--- src/rtl/lib_allocator_pkg.sv ---
// lib_allocator_pkg
// Shared types and helpers for the iSLIP allocator slice.
//   alloc_state_t : allocator FSM states (idle, iterating, result pulse)
//   idxWidth()    : bit width of a binary index into a vector of n entries
package lib_allocator_pkg;

   typedef enum logic [1:0] {
      ST_IDLE,
      ST_ITER,
      ST_DONE
   } alloc_state_t;

   // A one-entry vector still gets a one-bit index so no zero-width signals appear.
   function automatic int idxWidth(input int n);
      return (n > 1) ? $clog2(n) : 1;
   endfunction

endpackage

--- src/rtl/lib_rr_arbiter_idx.sv ---
// lib_rr_arbiter_idx
// Combinational programmable-priority arbiter: grants the first requester at
// an index >= start_i, wrapping from W-1 back to 0.
//   req_i   : request vector, W bits
//   start_i : index of the highest-priority position
//   grant_o : one-hot grant, all zero when nothing requests
//   valid_o : high when grant_o has a bit set
module lib_rr_arbiter_idx
   import lib_allocator_pkg::*;
#(
   parameter int W = 4,
   localparam int IW = idxWidth(W)
) (
   input  logic [W-1:0]  req_i,
   input  logic [IW-1:0] start_i,
   output logic [W-1:0]  grant_o,
   output logic          valid_o
);

   // Two passes: first the upper segment [start..W-1], then the wrapped
   // segment [0..start-1]; the first hit in scan order wins.
   always_comb begin
      grant_o = '0;
      valid_o = 1'b0;
      for (int b = 0; b < W; b++) begin
         if (!valid_o && req_i[b] && (b >= int'(start_i))) begin
            grant_o[b] = 1'b1;
            valid_o    = 1'b1;
         end
      end
      for (int b = 0; b < W; b++) begin
         if (!valid_o && req_i[b]) begin
            grant_o[b] = 1'b1;
            valid_o    = 1'b1;
         end
      end
   end

endmodule

--- src/rtl/lib_allocator_islip_iter.sv ---
// lib_allocator_islip_iter
// Multi-iteration iSLIP allocator matching N inputs to M outputs, one
// request/grant/accept iteration per clock, behind a valid/ready handshake.
//   clk, reset_n : clock, synchronous active-low reset
//   i_valid      : request matrix valid
//   i_request    : i_request[i][j] = input i requests output j
//   o_ready      : allocator idle and able to take a new matrix
//   o_valid      : one-cycle pulse, o_grant holds a fresh match
//   o_grant      : o_grant[j][i] = output j granted to input i
module lib_allocator_islip_iter
   import lib_allocator_pkg::*;
#(
   parameter int N    = 4,
   parameter int M    = 4,
   parameter int ITER = 3
) (
   input  logic                 clk,
   input  logic                 reset_n,
   input  logic                 i_valid,
   input  logic [0:N-1][0:M-1]  i_request,
   output logic                 o_ready,
   output logic                 o_valid,
   output logic [0:M-1][0:N-1]  o_grant
);

   localparam int NW = idxWidth(N);
   localparam int MW = idxWidth(M);
   localparam int KW = idxWidth(ITER + 1);

   alloc_state_t               state_q;
   logic [KW-1:0]              iter_q;
   logic [0:N-1][0:M-1]        req_q;
   logic [0:M-1][0:N-1]        match_q, match_d;
   logic [0:M-1][0:N-1]        grant_q;
   logic                       valid_q;
   logic [NW-1:0]              gPtr_q [M];
   logic [MW-1:0]              aPtr_q [N];
   logic [NW-1:0]              gStage_q [M], gStage_d [M];
   logic [MW-1:0]              aStage_q [N], aStage_d [N];

   logic [N-1:0]               inMatched, inNext;
   logic [M-1:0]               outMatched, outNext;
   logic [N-1:0]               grantReq [M];
   logic [N-1:0]               grantOh [M];
   logic [M-1:0]               grantVld;
   logic [M-1:0]               acceptReq [N];
   logic [M-1:0]               acceptOh [N];
   logic [N-1:0]               acceptVld;
   logic                       moreWork;

   // Request phase: only unmatched inputs ask unmatched outputs.
   always_comb begin
      inMatched  = '0;
      outMatched = '0;
      for (int j = 0; j < M; j++) begin
         for (int i = 0; i < N; i++) begin
            if (match_q[j][i]) begin
               inMatched[i]  = 1'b1;
               outMatched[j] = 1'b1;
            end
         end
      end
      for (int j = 0; j < M; j++) begin
         grantReq[j] = '0;
         for (int i = 0; i < N; i++) begin
            grantReq[j][i] = req_q[i][j] & ~inMatched[i] & ~outMatched[j];
         end
      end
   end

   for (genvar j = 0; j < M; j++) begin : g_grantArb
      lib_rr_arbiter_idx #(.W(N)) u_grantArb (
         .req_i   (grantReq[j]),
         .start_i (gPtr_q[j]),
         .grant_o (grantOh[j]),
         .valid_o (grantVld[j])
      );
   end

   // Accept phase: each input sees the set of outputs that granted it.
   always_comb begin
      for (int i = 0; i < N; i++) begin
         acceptReq[i] = '0;
         for (int j = 0; j < M; j++) begin
            acceptReq[i][j] = grantOh[j][i] & grantVld[j];
         end
      end
   end

   for (genvar i = 0; i < N; i++) begin : g_acceptArb
      lib_rr_arbiter_idx #(.W(M)) u_acceptArb (
         .req_i   (acceptReq[i]),
         .start_i (aPtr_q[i]),
         .grant_o (acceptOh[i]),
         .valid_o (acceptVld[i])
      );
   end

   // Fold accepted pairs into the match, stage first-iteration pointer moves,
   // and decide whether another iteration could still add a pair.
   always_comb begin
      match_d  = match_q;
      gStage_d = gStage_q;
      aStage_d = aStage_q;
      inNext   = inMatched | acceptVld;
      outNext  = outMatched;
      moreWork = 1'b0;
      for (int i = 0; i < N; i++) begin
         for (int j = 0; j < M; j++) begin
            if (acceptOh[i][j]) begin
               match_d[j][i] = 1'b1;
               outNext[j]    = 1'b1;
               if (iter_q == KW'(1)) begin
                  gStage_d[j] = (i == N - 1) ? '0 : NW'(i + 1);
                  aStage_d[i] = (j == M - 1) ? '0 : MW'(j + 1);
               end
            end
         end
      end
      for (int i = 0; i < N; i++) begin
         for (int j = 0; j < M; j++) begin
            if (req_q[i][j] && !inNext[i] && !outNext[j]) begin
               moreWork = 1'b1;
            end
         end
      end
   end

   // Allocator FSM. Staged pointers start as copies of the live ones so
   // unmatched ports keep their position when the staged set commits.
   always_ff @(posedge clk) begin
      if (!reset_n) begin
         state_q  <= ST_IDLE;
         iter_q   <= '0;
         req_q    <= '0;
         match_q  <= '0;
         grant_q  <= '0;
         valid_q  <= 1'b0;
         gPtr_q   <= '{default: '0};
         aPtr_q   <= '{default: '0};
         gStage_q <= '{default: '0};
         aStage_q <= '{default: '0};
      end else begin
         valid_q <= 1'b0;
         case (state_q)
            ST_IDLE: begin
               if (i_valid) begin
                  req_q    <= i_request;
                  match_q  <= '0;
                  iter_q   <= KW'(1);
                  gStage_q <= gPtr_q;
                  aStage_q <= aPtr_q;
                  state_q  <= ST_ITER;
               end
            end
            ST_ITER: begin
               match_q  <= match_d;
               gStage_q <= gStage_d;
               aStage_q <= aStage_d;
               if ((iter_q == KW'(ITER)) || !moreWork) begin
                  state_q <= ST_DONE;
                  valid_q <= 1'b1;
                  grant_q <= match_d;
               end else begin
                  iter_q <= iter_q + 1'b1;
               end
            end
            ST_DONE: begin
               gPtr_q  <= gStage_q;
               aPtr_q  <= aStage_q;
               state_q <= ST_IDLE;
            end
            default: state_q <= ST_IDLE;
         endcase
      end
   end

   assign o_ready = (state_q == ST_IDLE);
   assign o_valid = valid_q;
   assign o_grant = grant_q;

endmodule

--- config.mk ---
export PLATFORM = sky130hd
export DESIGN_NAME = lib_allocator_islip_iter
export DESIGN_NICKNAME = d
export VERILOG_FILES = /design/src/rtl/lib_allocator_pkg.sv /design/src/rtl/lib_rr_arbiter_idx.sv /design/src/rtl/lib_allocator_islip_iter.sv
export SDC_FILE = /design/constraint.sdc
export NUM_CORES = 1
export LEC_CHECK = 0
export ABC_AREA = 1
export ABC_CLOCK_PERIOD_IN_PS = 4900
export BUFFER_PORTS_ARGS = -buffer_cell sky130_fd_sc_hd__buf_2
export CAP_MARGIN = 20
export CORE_ASPECT_RATIO = 2
export CORE_UTILIZATION = 60
export CTS_BUF_LIST = sky130_fd_sc_hd__clkbuf_8
export CTS_CLUSTER_DIAMETER = 200
export DETAILED_ROUTE_END_ITERATION = 6
export GPL_TIMING_DRIVEN = 0
export PLACE_DENSITY = 0.79
export SYNTH_ARGS = -nofsm -noshare
export SYNTH_HDL_FRONTEND = slang
export SYNTH_HIERARCHICAL = 1
export SYNTH_SLANG_ARGS = --single-unit
--- constraint.sdc ---
create_clock -name clk -period 4.9 [get_ports clk]
set_clock_uncertainty 0.05 [all_clocks]
set_input_delay 0.49 -clock clk [delete_from_list [all_inputs] [get_ports clk]]
set_output_delay 0.49 -clock clk [all_outputs]
set_load 0.005 [all_outputs]
==> After elaboration in Yosys (flattened, before gate mapping) <==
Cells that the tools add are included.
{ "totals": {"inputBits": 19, "wordCells": 581, "register_bits": 85, "output_inout_bits": 18} }
{ "classes": {"n_mux": 275, "order_cmp": 24, "eq_ne": 7, "n_addsub": 1, "n_reduce_logical": 186, "bitwise": 57} }
{ "op_table": {"columns": ["operator", "count"], "rows": [
  ["$mux W1", 200],
  ["$mux W2", 67],
  ["$logic_and A1 B1 Y1", 112],
  ["$logic_not A1 Y1", 65],
  ["$and A1 B1 Y1", 48],
  ["$ge A1 B2 Y1 const A", 16],
  ["$pmux W16 S2", 1],
  ["$pmux W8 S2", 2],
  ["$ge A2 B2 Y1 const A", 8],
  ["$mux W16", 1],
  ["$mux W8", 2],
  ["$reduce_and A2 Y1", 5],
  ["$not A1 Y1", 8],
  ["$pmux W2 S2", 2],
  ["$ne A2 B2 Y1 const B", 3],
  ["$eq A2 B1 Y1 const B", 2],
  ["$eq A2 B2 Y1 const B", 2],
  ["$or A4 B4 Y4", 1],
  ["$reduce_and A3 Y1", 1],
  ["$add A2 B1 Y2 const B", 1],
  ["$logic_not A2 Y1", 1],
  ["$reduce_bool A2 Y1", 1],
  ["$logic_or A1 B1 Y1", 1]
]} }

==> Logic depth before layout (Yosys ltp) <==
Gate-level depths: netlist of run 1.
{ "depth": {"depth_word": 82, "ltp_mapped": 30} }

==> Cells and area by module <==
The synthesis of run 1 kept the hierarchy.
{ "by_module_without_submodules": {"columns": ["mod", "cells_per_inst", "seq_area_each_um2", "area_per_inst_um2", "n_inst"], "rows": [
  ["lib_allocator_islip_iter", 601, 1701.6, 4202.8, 1],
  ["lib_rr_arbiter_idx", 22, 0.0, 116.4, 8]
]} }

==> Least setup slack after synthesis of run 1 <==
Ideal clock, no wire load.
{ "synth_path": {"kind": "reg2reg", "startpoint": "register match_q[3] (netlist name)", "endpoint": "register grant_q (netlist bit o_grant[10])", "path_stages_with_launch": 29, "required_ps": 4711, "arrival_ps": 3095, "path_slack_ps": 1616, "path_cell_list": "dfxtp_1 nor4_2 inv_1 nor3_1 nand2_2 nand3_2 nor2_4 nand4_1 nand2_1 nand2_1 inv_1 nand2_1 nand3_2 nor2_4 nand2_2 a21oi_2 nor2_1 and2_1 nand2_1 nand2_1 nor2_2 nor2_2 nor2_2 nand3_2 nand2_4 nand2_8 buf_12 nand2_2 a21oi_2"} }
{ "synth_rtl": {"columns": ["element", "line", "source"], "rows": [
  ["from (decl)", "lib_allocator_islip_iter.sv:33", "logic [0:M-1][0:N-1] match_q, match_d;"],
  ["from (signal assigned)", "lib_allocator_islip_iter.sv:157", "match_q <= match_d;"],
  ["to (signal assigned)", "lib_allocator_islip_iter.sv:163", "grant_q <= match_d;"],
  ["to (decl)", "lib_allocator_islip_iter.sv:34", "logic [0:M-1][0:N-1] grant_q;"]
]} }

==> out/results.ini, run 1 <==
[critical_path]
ff2ff_setup_slack_ns=0.62
criticalPathCategory=reg2reg
cp-end-kind=register
path_delay_family=simple AND/OR/NAND/NOR gates
critPathLaunch=match_q[3]
endpoint=o_grant[6]
timing.rr.end=o_grant[6]
max_stage_delay_ns=0.44
crit_top_cell=nand2_1
worstPathRequired_ns=5.08
ff2ff_path_depth=26
start_kind=register
worst_path_max_delay_cell=nor3_1
cp.arrival_ns=4.46
path_depth=26
cp_max_fo=10
timing.rr.start=match_q[3]
cp_num_buf_inv=3

[floorplanning]
die_x_microns=67.4
io_pins=37
fp.dieArea_sq_um=8950
initial_core_util_pct=61.9
die_y_microns=133
rows=47
coreArea_sq_um=8290

[sta]
fmax_mhz=234
tightest_slew_ns=0.654
period_minus_slack_ns=4.28
setup_violations=0
setup_slack_ns=0.621
hold_viol=0
fin_setup_tns_ns=0
fin_crit_sh_pct=87.3
rsz0062_at_grt=no
drv_slew=0
max_slew_margin_pct=56.4

[run]
maxCapViolCount=0

[cts]
tritoncts=yes
post_cts_buffers=0
cts_root_buf=clkbuf_8
cts-root-to-sink-buffers=2
holdBufCountCts=0
h-tree-depth=3
clk_latency_ns=0.37
cts_resized=0
numCtsBuffers=9
clock-sinks=85
path_clk_slew_ns=0.09

[synth]
syn_area_sq_um=5130
synthesis.nets=798
syn_avg_cell_area_sq_um=6.61
synth_edf_count=0
ys_top_cells_by_area=dfxtp_1, nand2_1, nor2_1, inv_1, o21ai_0
ys_seq_elements=85
yosys_warnings=6
yosysTopAreaCellShare_pct=33.1
seq_area_frac_synth_pct=33.1
synth-main-ff-cell=dfxtp_1
async_reset_ff_share_pct=0
synthDistinctLibCells=30
synth_area_leader_cell=dfxtp_1
synthCells=777

[route]
wl_per_cell_microns=16.8
drc=2
first_iter_violations=353
routed_wl_microns=15600
vias=5419
viasPerCell=5.85
ant_nets=0
firstDrtPassIters=7

[placed_design]
post-place-ws_ns=0.723
dp_hpwl_microns=12300
gp_congestion=0.989
port_buffers=35

[final_layout]
fin_nets=844
drive_above_1_share_pct=19.3
antennaDiodeCount=0
syn2layout_area_growth_pct=9.07

[worst_hold_path]
holdCritPathClass=in2reg

[run_status]
failed_checks=DRC
status=complete, but fails checks

[grt]
grt_max_degree=15
antenna_found_initial=0
grt_pass1_vias=5265
grt_use_total_pct=37.4
grt-ovfl-total=0
grt_pass1_wl_microns=24800

## per-stage QoR
step | instances | area, sq um | util [%] | hold slack, ns
5_1_grt | 926 | 5600 | 67.5 | 0.357
2_1_floorplan | 777 | 5130 | - | 0.391
4_1_cts | 926 | 5600 | 67.5 | 0.324
3_3_place_gp | 910 | 5430 | 65.5 | 0.397
3_5_place_dp | 910 | 5430 | 65.5 | 0.402
6_report | 926 | 5600 | 67.5 | 0.333
## final cells by class
class | count | area (sq um)
multi-input cells | 566 | 2930
fillers | 766 | 2690
flip-flops and latches | 85 | 1700
inverters | 97 | 364
repair buffers | 35 | 175
plain buffers | 29 | 139
clock buffers | 9 | 124
well taps | 98 | 123
clock inverters | 7 | 43.8
## worst min-delay path: stages
cell and delay, ns:
buf_2 0.07, o21ai_0 0.08, nor2_1 0.08
## synthesized netlist by cell type (12+ instances only)
library cell and count:
nand2_1 159, nor2_1 101, inv_1 97, dfxtp_1 85, o21ai_0 64, a21oi_1 43, nand2_2 35, nand3_1 32
nand4_1 24, clkbuf_1 21, a21oi_2 16, a22oi_1 16, or2_2 16, nand3_2 12
## worst min path at each step
stage                  startpoint          to  slack [ns]  cells after the start
floorplan             aStage_q[6]   aPtr_q[6]        0.39                      2
global placement       o_grant[1]  o_grant[1]        0.40                      2
detailed placement     o_grant[4]  o_grant[4]        0.40                      2
CTS                  i_request[8]    req_q[8]        0.32                      3
global route        i_request[11]   req_q[11]        0.36                      3
finish              i_request[11]   req_q[11]        0.33                      3
## flip-flops by register name, indices dropped and copies added, names as in the netlist
signal / flops
match_q: 16
o_grant: 16
req_q: 16
aPtr_q: 8
aStage_q: 8
gPtr_q: 8
gStage_q: 8
iter_q: 2
state_q: 2
o_valid: 1
## cell families (layout without fill, tap and decap cells)
kind of cell | count (synthesis) | count (layout) | synth area share [%]
buffers and inverters | 126 | 177 | 9.80
and+or+nand+nor | 420 | 420 | 40.2
AOI/OAI and AO/OA | 144 | 144 | 16.4
DFF | 85 | 85 | 33.1
adders and majority gates | 2 | 2 | 0.487
## routing by layer
metal  global-route usage (%)  share of wire, %  vias up  wire length [microns]
li1                         -                 -     2597                      -
met1                     34.9                34     2482                   5240
met2                     64.5                52      243                   8050
met3                     8.45               6.1       97                    951
met4                     32.0               8.6        0                   1340
met5                        0                 0        -                      0
## cells in the final DEF (no fill, tap or decap), types with 11 or more instances in the layout
cell,instances
dfxtp_1,85
nand2_2,35
nor2_4,11
clkbuf_1,21
nand4_1,24
o21ai_0,64
a21oi_2,16
inv_1,99
nand3_1,32
nand3_2,12
buf_2,40
a22oi_1,16
or2_2,16
a21oi_1,43
nor3_1,11
nor2_1,101
nand2_1,159
Power of run 1 is not shown: default switching activity piles up to over one toggle a cycle in this logic, so the estimate is an artifact.
==> inputs of run 2 (changes only) <==
--- a/config.mk
+++ b/config.mk
@@ -7,7 +7,7 @@
 export LEC_CHECK = 0
 export ABC_AREA = 1
 export ABC_CLOCK_PERIOD_IN_PS = 4900
-export BUFFER_PORTS_ARGS = -buffer_cell sky130_fd_sc_hd__buf_2
+export BUFFER_PORTS_ARGS = -buffer_cell sky130_fd_sc_hd__buf_4
 export CAP_MARGIN = 20
 export CORE_ASPECT_RATIO = 2
 export CORE_UTILIZATION = 60
@@ -15,7 +15,7 @@
 export CTS_CLUSTER_DIAMETER = 200
 export DETAILED_ROUTE_END_ITERATION = 6
 export GPL_TIMING_DRIVEN = 0
-export PLACE_DENSITY = 0.79
+export PLACE_DENSITY = 0.8
 export SYNTH_ARGS = -nofsm -noshare
 export SYNTH_HDL_FRONTEND = slang
 export SYNTH_HIERARCHICAL = 1
==> run 2 against run 1 <==
The flow now finishes without violations. Sequential share of layout area decreased by 0.76 points. Die area unchanged. Count of clock-buffer cells in the layout increased by 1. Final cell count unchanged. Via count decreased by 1.6%. Wire length increased by 1.6%. Core utilization increased by 1.7 points. Critical path depth unchanged.
==> out/results.ini, run 2 (synthesis results as in run 1) <==
[sta]
tightest_slew_ns=0.629  ; -0.0245 ns
setup_violations=0  ; unchanged
fmax_mhz=225  ; -3.7%
period_minus_slack_ns=4.44  ; +0.163 ns
fin_setup_tns_ns=0  ; unchanged
fin_crit_sh_pct=90.6  ; +3.3 points
rsz0062_at_grt=no
max_slew_margin_pct=58.1  ; +1.6 points
drv_slew=0  ; unchanged
hold_viol=0  ; unchanged

[final_layout]
layout_commonest_cell=nand2_1
syn2layout_area_growth_pct=11.9
final_area_sq_um=5740  ; +2.6%
final_core_util_pct=69.3  ; +1.7 points
drive_above_1_share_pct=19.4  ; +0.12 points
fin_nets=844  ; unchanged
nFillCells=721  ; -5.9%
antennaDiodeCount=0  ; unchanged
final_cell_mix=nand2_1, nor2_1, inv_1

[cts]
clk_latency_ns=0.38  ; about the same
path_clk_slew_ns=0.09  ; about the same
post_cts_buffers=0  ; unchanged
holdBufCountCts=0  ; unchanged
cts-root-to-sink-buffers=2  ; unchanged
cts_resized=0  ; unchanged
h-tree-depth=3  ; unchanged
cts_root_buf=clkbuf_8
tritoncts=yes
clock-sinks=85  ; unchanged
numCtsBuffers=9  ; unchanged

[grt]
grt-ovfl-total=0  ; unchanged
antenna_found_initial=0  ; unchanged
grt_max_degree=15  ; unchanged
grt_pass1_wl_microns=24700  ; -0.33%
grt_pass1_vias=5094  ; -3.2%
grt_use_total_pct=37.9  ; +0.45 points

[floorplanning]
coreArea_sq_um=8290  ; unchanged
die_y_microns=133  ; unchanged
rows=47  ; unchanged
fp.dieArea_sq_um=8950  ; unchanged
die_x_microns=67.4  ; unchanged
io_pins=37  ; unchanged
initial_core_util_pct=61.9  ; unchanged

[critical_path]
worst_path_max_delay_cell=nor3_1
crit_top_cell=nand2_1
timing.rr.start=match_q[3]
criticalPathCategory=reg2reg
cp.arrival_ns=4.64  ; +0.18 ns
worstPathRequired_ns=5.10  ; +0.02 ns
start_kind=register
max_stage_delay_ns=0.44  ; about the same
cp_num_buf_inv=3  ; unchanged
path_delay_family=simple AND/OR/NAND/NOR gates
critPathLaunch=match_q[3]
cp-end-kind=register
cp_max_fo=10  ; unchanged

[power_and_ir_drop]
powerDensity_nw_per_um2=868
pwr-share-clk_pct=11.4
p_seq_share_pct=19.8
total_power_w=0.00498
comb_power_share_pct=68.8
peakVddDrop_mv=0.393
power.static_leakage_nw=2.66
internal_power_w=0.00227
p_sw_share_pct=54.3
switchingPower_w=0.00271

[run]
maxCapViolCount=0  ; unchanged

[route]
firstDrtPassIters=6  ; -1
routed_wl_microns=15800  ; +1.6%
first_iter_violations=339  ; -4.0%
drc=0  ; -2
wl_per_cell_microns=17.1  ; +1.6%
ant_nets=0  ; unchanged
vias=5331  ; -1.6%
viasPerCell=5.76  ; -1.6%

[run_status]
status=completed

[placed_design]
place_area_sq_um=5520  ; +1.6%
gp_congestion=0.972  ; -1.7%
port_buffers=35  ; unchanged
dp_hpwl_microns=12500  ; +1.9%

[worst_hold_path]
holdCritPathClass=in2reg
hold_start=i_request[15]

[run 2: changes by cell type in the layout (fill, tap and decap cells not counted), sizes merged]
cell / change
bufinv: +2
clkbuf: +1
clkinv: +1
clkinvlp: -3
inv: -1
[run 2: area by class of cell]
class | instances | area (sq um) | share of cell area (%)
Clock buffer | 10 | 138 | 2.40
Sequential cell | 85 | 1700 | 29.6
Clock inverter | 6 | 86.3 | 1.50
Buffer | 29 | 139 | 2.42
Inverter | 97 | 364 | 6.34
Timing Repair Buffer | 35 | 263 | 4.58
Tap cell | 98 | 123 | 2.14
Multi-Input combinational cell | 566 | 2930 | 51.0
[run 2: through the flow]
step / hold slack, ns / setup WS, ns / std cells
CTS: 0.316 / 0.551 / 926
floorplan: 0.391 / 1.62 / 777
detailed placement: 0.404 / 0.595 / 910
global route: 0.348 / 0.267 / 926
global placement: 0.399 / 0.677 / 910
finish: 0.325 / 0.458 / 926
[run 2: worst register-to-register path: cells and delay by family, from the launching register on]
family                 cells  cell delay [ns]
AND/OR/NAND/NOR           21             2.97
AO/OA/AOI/OAI              2             0.46
buffers and inverters      3             0.47
flip-flops                 1             0.36
[run 2: final timing paths]
kind	to	cells after the start	slack (ns)
setup / recovery	o_grant[5]	26	0.46
hold / removal	req_q[15]	3	0.32
setup reg to reg	o_grant[5]	26	0.46
hold reg to reg	o_grant[15]	2	0.41
[run 2: per-layer routing]
metal / vias up / share of wire [%] / track usage, % / wire [microns]
met1: 2423 / 34 / 36.4 / 5300
li1: 2599 / - / - / -
met2: 216 / 52 / 66.2 / 8240
met4: 0 / 8.9 / 32.4 / 1410
met5: - / 0 / 0 / 0
met3: 93 / 5.5 / 5.52 / 873
[run 2: power groups by stage]
| stage | logic [W] | registers, W | clock network [W] |
|---|---|---|---|
| floorplan | 0.00255 | 0.000969 | 0 |
| global placement | 0.00329 | 0.000991 | 0 |
| detailed placement | 0.00336 | 0.000998 | 0 |
| CTS | 0.00338 | 0.000983 | 0.000571 |
| global route | 0.00375 | 0.00101 | 0.000598 |
| finish | 0.00343 | 0.000986 | 0.000568 |
(Power assumes the default switching activity.)
